**src/rtl/frame_fifo_pixel_reader.sv**
```systemverilog
// Frame FIFO drain engine: pops 32-bit words, splits them into RGB565 pixels and emits one frame per arm pulse.
// Optional FRAME_RD_UFL_CNT_EN adds the ufl_cnt stalled-cycle counter output.
module frame_fifo_pixel_reader #(
  parameter int c_H_PIXELS    = 640,
  parameter int c_V_LINES     = 480,
  parameter int c_FIFO_RD_LAT = 1
) (
  input  logic        rd_clk,
  input  logic        rd_rst,
  input  logic        frame_start,
  input  logic [31:0] fifo_rd_data,
  input  logic        fifo_rd_empty,
  output logic        fifo_rd_en,
  output logic [15:0] pix_data,
  output logic        pix_valid,
  input  logic        pix_ready,
  output logic        pix_sof,
  output logic        pix_eol,
  output logic        busy,
  output logic        underflow
`ifdef FRAME_RD_UFL_CNT_EN
  ,
  output logic [15:0] ufl_cnt
`endif
);

  localparam int c_WORDS = (c_H_PIXELS * c_V_LINES) / 2;
  localparam int c_WW    = $clog2(c_WORDS + 1);

  typedef enum logic {ST_IDLE = 1'b0, ST_ACTIVE = 1'b1} state_t;

  state_t          state_q;
  logic [31:0]     word_q;
  logic            word_vld_q;
  logic            half_q;
  logic [11:0]     h_cnt_q, h_cnt_d;
  logic [11:0]     v_cnt_q, v_cnt_d;
  logic [c_WW-1:0] words_left_q;
  logic            underflow_q;
  logic            active, accept, h_last, v_last, ufl_cond;
  logic            land, inflight;
`ifdef FRAME_RD_UFL_CNT_EN
  logic [15:0]     ufl_cnt_q;
  assign ufl_cnt = ufl_cnt_q;
`endif

  assign active    = (state_q == ST_ACTIVE);
  assign pix_valid = active & word_vld_q;
  assign accept    = pix_valid & pix_ready;
  assign h_last    = (h_cnt_q == 12'(c_H_PIXELS - 1));
  assign v_last    = (v_cnt_q == 12'(c_V_LINES - 1));
  assign ufl_cond  = active & pix_ready & ~word_vld_q;

  // A refill may be requested in the same cycle the upper half of the current word leaves.
  assign fifo_rd_en = active & ~fifo_rd_empty & ~inflight & (words_left_q != '0) &
                      (~word_vld_q | (half_q & accept));

  assign pix_data  = half_q ? word_q[31:16] : word_q[15:0];
  assign pix_sof   = pix_valid & (h_cnt_q == 12'd0) & (v_cnt_q == 12'd0);
  assign pix_eol   = pix_valid & h_last;
  assign busy      = active;
  assign underflow = underflow_q;

  // Read data is sampled c_FIFO_RD_LAT-1 edges after the pop edge (show-ahead data at latency 1).
  generate
    if (c_FIFO_RD_LAT == 1) begin : g_lat1
      assign land     = fifo_rd_en;
      assign inflight = 1'b0;
    end else begin : g_lat2
      logic pend_q;
      always_ff @(posedge rd_clk or posedge rd_rst) begin
        if (rd_rst) pend_q <= 1'b0;
        else        pend_q <= fifo_rd_en;
      end
      assign land     = pend_q;
      assign inflight = pend_q;
    end
  endgenerate

  always_comb begin
    h_cnt_d = h_cnt_q;
    v_cnt_d = v_cnt_q;
    if (accept) begin
      if (h_last) begin
        h_cnt_d = 12'd0;
        v_cnt_d = v_cnt_q + 12'd1;
      end else begin
        h_cnt_d = h_cnt_q + 12'd1;
      end
    end
  end

  always_ff @(posedge rd_clk or posedge rd_rst) begin
    if (rd_rst) begin
      state_q      <= ST_IDLE;
      word_q       <= 32'd0;
      word_vld_q   <= 1'b0;
      half_q       <= 1'b0;
      h_cnt_q      <= 12'd0;
      v_cnt_q      <= 12'd0;
      words_left_q <= '0;
      underflow_q  <= 1'b0;
`ifdef FRAME_RD_UFL_CNT_EN
      ufl_cnt_q    <= 16'd0;
`endif
    end else begin
      case (state_q)
        ST_IDLE: begin
          if (frame_start) begin
            state_q      <= ST_ACTIVE;
            h_cnt_q      <= 12'd0;
            v_cnt_q      <= 12'd0;
            words_left_q <= c_WW'(c_WORDS);
            underflow_q  <= 1'b0;
            word_vld_q   <= 1'b0;
            half_q       <= 1'b0;
`ifdef FRAME_RD_UFL_CNT_EN
            ufl_cnt_q    <= 16'd0;
`endif
          end
        end
        ST_ACTIVE: begin
          h_cnt_q <= h_cnt_d;
          v_cnt_q <= v_cnt_d;
          if (fifo_rd_en) words_left_q <= words_left_q - c_WW'(1);
          if (land) begin
            word_q     <= fifo_rd_data;
            word_vld_q <= 1'b1;
            half_q     <= 1'b0;
          end else if (accept) begin
            if (!half_q) half_q     <= 1'b1;
            else         word_vld_q <= 1'b0;
          end
          if (ufl_cond) underflow_q <= 1'b1;
`ifdef FRAME_RD_UFL_CNT_EN
          if (ufl_cond && (ufl_cnt_q != 16'hFFFF)) ufl_cnt_q <= ufl_cnt_q + 16'd1;
`endif
          if (accept && h_last && v_last) state_q <= ST_IDLE;
        end
        default: state_q <= ST_IDLE;
      endcase
    end
  end

endmodule

```
**config.mk**
```make
export PLATFORM = sky130hd
export DESIGN_NAME = frame_fifo_pixel_reader
export DESIGN_NICKNAME = d
export VERILOG_FILES = /design/src/rtl/frame_fifo_pixel_reader.sv
export SDC_FILE = /design/constraint.sdc
export NUM_CORES = 1
export LEC_CHECK = 0
export BUFFER_PORTS_ARGS = -buffer_cell sky130_fd_sc_hd__buf_2
export CAP_MARGIN = 10
export CORE_UTILIZATION = 45
export DETAILED_ROUTE_END_ITERATION = 6
export PLACE_DENSITY_LB_ADDON = 0.2
export SKIP_CTS_REPAIR_TIMING = 1
export SLEW_MARGIN = 20
export SYNTH_ARGS = -nofsm -noshare
export SYNTH_HDL_FRONTEND = slang
export SYNTH_SLANG_ARGS = --single-unit
```
**constraint.sdc**
```tcl
create_clock -name rd_clk -period 5.4 [get_ports rd_clk]
set_input_delay 0.27 -clock rd_clk [delete_from_list [all_inputs] [get_ports rd_clk]]
set_output_delay 0.27 -clock rd_clk [all_outputs]
set_load 0.05 [all_outputs]
```
Yosys cells after proc, flatten, opt, wreduce, memory -nomap -nowiden. Index checks and enable logic that the tools add are counted. W data, S select, Z words.

Logic and storage cells: 71. Bits in registers: 78. Bits of input ports: 37. Output and inout bits: 22.

Reductions and logical operators: 12. Add/sub/neg operators: 3. Equality and inequality tests: 9. Bitwise operators: 15. Multiplexer cells: 24.

Operators with widths (count): $mux W12 (5); $pmux W12 S2 (2); $mux W18 (2); $pmux W18 S2 (1); $add A12 B1 Y12 const B (2); $logic_not A12 Y1 (2); $reduce_bool A18 Y1 (1); $sub A18 B1 Y18 const B (1); $mux W16 (1); $eq A12 B10 Y1 const B (1); $eq A12 B9 Y1 const B (1); $and A1 B1 Y1 (11); $reduce_and A2 Y1 (5); $mux W1 (9); $pmux W1 S2 (4); $ne A2 B1 Y1 const B (3); $ne A3 B2 Y1 const B (2); $reduce_and A3 Y1 (2); $ne A2 B2 Y1 const B (2); $not A1 Y1 (3); $logic_and A1 B1 Y1 (2); $or A1 B1 Y1 (1).

Longest topological paths before layout.
Word-level depth: 7. Gate-level depth with buffers: 7. Gate-level depth less buffers: 6.

Least setup slack after synthesis. No wires, ideal clock.

Kind: register -> output. Start: register state_q, in the netlist busy. End: output port pix_sof. Stages on the path, launching flop included: 6. Required time: 5.130 ns. Path slack: 2.766 ns. Path buffers: 1. Arrival: 2.364 ns. Cells stage by stage: dfrtp_1 > clkbuf_1 > nand2_1 > nor3_1 > nand4_1 > nor3_1.

Cells in the longest elaborated chain, start to end: 3.

Ends and longest elaborated chain: start, declared (RTL line 32) `state_t state_q;`; start signal, assigned (RTL line 95) `state_q <= ST_IDLE;`; start signal, assigned (RTL line 110) `state_q <= ST_ACTIVE;`; start signal, assigned (RTL line 138) `if (accept && h_last && v_last) state_q <= ST_IDLE;`; $and A1 B1 Y1 (RTL line 48) `assign pix_valid = active & word_vld_q;`; $and A1 B1 Y1 (2 in a row) (RTL line 59) `assign pix_sof = pix_valid & (h_cnt_q == 12'd0) & (v_cnt_q == 12'd0);`; end, declared (RTL line 17) `output logic pix_sof,`.

No other way between the ends.

Final worst setup path.
Start: register words_left_q[15]. End: output port fifo_rd_en.

Cells in the longest elaborated chain, start to end: 3.

Ends and longest elaborated chain: start, declared (RTL line 38) `logic [c_WW-1:0] words_left_q;`; start signal, assigned (RTL line 113) `words_left_q <= c_WW'(c_WORDS);`; start signal, assigned (RTL line 125) `if (fifo_rd_en) words_left_q <= words_left_q - c_WW'(1);`; $reduce_bool A18 Y1 (RTL line 55) `assign fifo_rd_en = active & ~fifo_rd_empty & ~inflight & (words_left_q != '0) &`; $and A1 B1 Y1 (2 in a row) (RTL line 55); end, declared (RTL line 13) `output logic fifo_rd_en,`.

No other way between the ends.

==> results.cfg <==
[pwr]
p_seq_share_pct = 39.7
leakage_uw = 0.00201
ir_worst_vdd_uv = 365
pwr_density_cell_nw_per_um2 = 528
p_comb_share_pct = 43.5
internal-power_uw = 1360
switchingPower_uw = 1070
clock_power_share_pct = 16.8
swShare_pct = 44.0

[finish]
seqCellArea_um2 = 1950
n_antenna_cell = 0
finalNonFillerCells = 545
drive_above_1_share_pct = 31.6
area_growth_pct = 14.8
nNetsFinal = 474
multi_input_area_um2 = 1940
fill_cells = 839

[clocking]
htreeDepth = 3
cts_sinks = 78
clock-root-buffer = clkbuf_8
path_clk_slew_ns = 0.09
cts_tree = built
insertion_delay_ns = 0.36
cts_buffers = 9
cts_buffer_depth = 2

[status]
status = finished, final reports clean

[timing]
worst_pin_slew_ns = 1.08
post-route-min-period_ns = 2.93
min_period_over_period_pct = 54.3
fin_ws_ns = 2.47
rsz0062_at_grt = no
final.setup.tns_ns = 0
relSlewSlack_pct = 28.2
setup_viol = 0
skew_ns = 0.00983
clock.fmax_mhz = 341
slew_viol_final = 0
hold_viol_final = 0

[route]
avgRoutedWirePerCell_um = 15.7
drc = 0
vias = 3091
wirelength_mm = 8.55
antenna_left = 0
drt_iter0_markers = 150
firstDrtPassIters = 4
vias_per_cell = 5.67

[setup_path]
path_class = register to primary output
worstPathMaxFanout = 11
slowest_delay_ns = 0.60
cp_cell_sequence = nor4_1 > nand4_1 > o21ai_4 > inv_1 > buf_2
r2r_slack_ns = 2.65
r2r-end = words_left_q[7]$_DFFE_PP0P_
cp-start-kind = register
worstReg2RegStart = half_q$_DFFE_PP0P_
crit_family = simple AND/OR/NAND/NOR gates
reg2reg_depth = 4
cp.arrival_ns = 2.66
cp_slowest_cell = nor4_1
cp_num_buf_inv = 2
cp-end-kind = primary output
required_ns = 5.13

[global_routing]
grt_overflow_total = 0
grt_max_degree = 79
grt_busiest_layer = met2
grt_use_total_pct = 20.2
grt_pass1_wl_mm = 14.3
grt_pass1_vias = 2938
antenna_found_initial = 0
grt_use_met1_pct = 28.4
use_met2_pct = 30.1
use_met3_pct = 5.06

[floorplan]
die_h_um = 96.3
die_w_um = 96.3
core_area_um2 = 8680
die_area_um2 = 9280
initial_core_util_pct = 46.1
io_pins = 59
num_rows = 34

[synth]
syn_nets = 415
synthesis.area_um2 = 4000
yosysUniqueCellTypes = 49
ys_seq_area_share_pct = 48.8
synth-async-reset-ratio_pct = 100
synthFlopType = dfrtp_1
synth-seq-cells = 78
synth_edf_count = 0
syn_inst = 373
syn_area_per_cell_um2 = 10.7
yosys_warnings = 0

[placement]
dpl.hpwl_mm = 5.80
portBuffers = 58
dp_slack_ns = 2.37
dp_cells = 528
place.gp.congestion = 0.829

[job]
cap_viol_max_count = 0

[hold_path]
hp-class = primary input to asynchronous set/reset pin
metal layers:
metal | vias to the layer above | part of all wire (%)
met4 | 0 | 1.3
li1 | 1514 | -
met3 | 8 | 4.9
met5 | - | 0
met2 | 56 | 45
met1 | 1513 | 49
cells by family after synthesis:
group / Yosys count / synth area share (%)
and+or+nand+nor: 133 / 19.2
DFF: 78 / 48.8
AOI/OAI and AO/OA: 68 / 10.7
muxes: 56 / 15.5
buffers and inverters: 27 / 3.03
xor gates and xnor gates: 6 / 1.31
adders and majority gates: 5 / 1.56
worst min-delay path, cell delays in order:
cell and delay [ns]:
buf_2 0.10, clkinv_2 0.04, buf_6 0.53
Yosys cell counts, types with 3 or more instances:
master | instances | share of area [%]
xnor2_1 | 4 | 0.88
or3_1 | 8 | 1.3
mux2i_1 | 8 | 2.0
nor4_1 | 11 | 1.7
nor3_1 | 5 | 0.63
nand3_1 | 12 | 1.5
or4_4 | 3 | 0.84
mux2_2 | 48 | 14
or3_2 | 4 | 0.75
nand2b_1 | 4 | 0.63
and4_1 | 5 | 1.1
inv_1 | 14 | 1.3
o31ai_1 | 8 | 1.5
or4_1 | 10 | 1.9
and2_1 | 4 | 0.63
nor2_1 | 20 | 1.9
o21ai_0 | 20 | 2.5
ha_1 | 5 | 1.6
a21oi_1 | 17 | 2.1
a211oi_1 | 3 | 0.56
a31oi_1 | 6 | 0.94
clkbuf_1 | 8 | 0.75
nand2_1 | 25 | 2.3
nand4_1 | 7 | 1.1
dfrtp_1 | 78 | 49
cell usage in the layout (no fill, tap or decap), types with 7 or more instances in the layout:
cell	synthesis	final
dfrtp_1	78	78
a21oi_1	17	17
clkbuf_8	0	9
or3_1	8	8
or4_1	10	10
o31ai_1	8	8
nand3_1	12	12
nand2_1	25	25
buf_2	1	58
nor2_1	20	20
nor4_1	11	11
mux2_2	48	48
mux2i_1	8	8
inv_1	14	13
nand4_1	7	7
o21ai_0	20	20
power by group through the flow:
stage	sequential, uW	combinational [uW]	clock [uW]
final	965	1060	408
after global routing	1000	1140	453
after CTS	966	1050	421
after detailed placement	977	1050	0
after global placement	963	1030	0
after floorplan	900	899	0
worst max-delay path by stage:
stage / from / end / slack, ns / cells past startpoint
floorplan: busy$_DFF_PP0_ / pix_sof / 2.77 / 5
global placement: words_left_q[15]$_DFFE_PP0P_ / fifo_rd_en / 2.43 / 5
detailed placement: words_left_q[15]$_DFFE_PP0P_ / fifo_rd_en / 2.37 / 5
CTS: words_left_q[15]$_DFFE_PP0P_ / fifo_rd_en / 1.95 / 5
global route: words_left_q[15]$_DFFE_PP0P_ / fifo_rd_en / 2.19 / 5
finish: words_left_q[15]$_DFFE_PP0P_ / fifo_rd_en / 2.47 / 5
final cells by class:
cell class	instances	area share, %
clock inverter	7	1.25
inverter	14	1.17
timing repair buffer	61	7.32
multi-input combinational	268	42.1
sequential	78	42.5
tap	108	2.94
clock buffer	9	2.70
flip-flops by register name, indices dropped and copies added (netlist names):
register and cells:
word_vld_q 1, words_left_q 18, busy 1, underflow 1, v_cnt_q 12, h_cnt_q 12
word_q 32, half_q 1
stage by stage:
step | total power [uW] | instance area [um2] | utilization, % | hold slack, ns
floorplan | 1800 | 4000 | - | 0.415
global placement | 1990 | 4380 | 50.5 | 0.467
detailed placement | 2020 | 4380 | 50.5 | 0.487
CTS | 2440 | 4560 | 52.6 | 0.124
global route | 2590 | 4600 | 53.0 | 0.124
finish | 2430 | 4600 | 53.0 | 0.0701
Power figures use the tool's default switching activity.
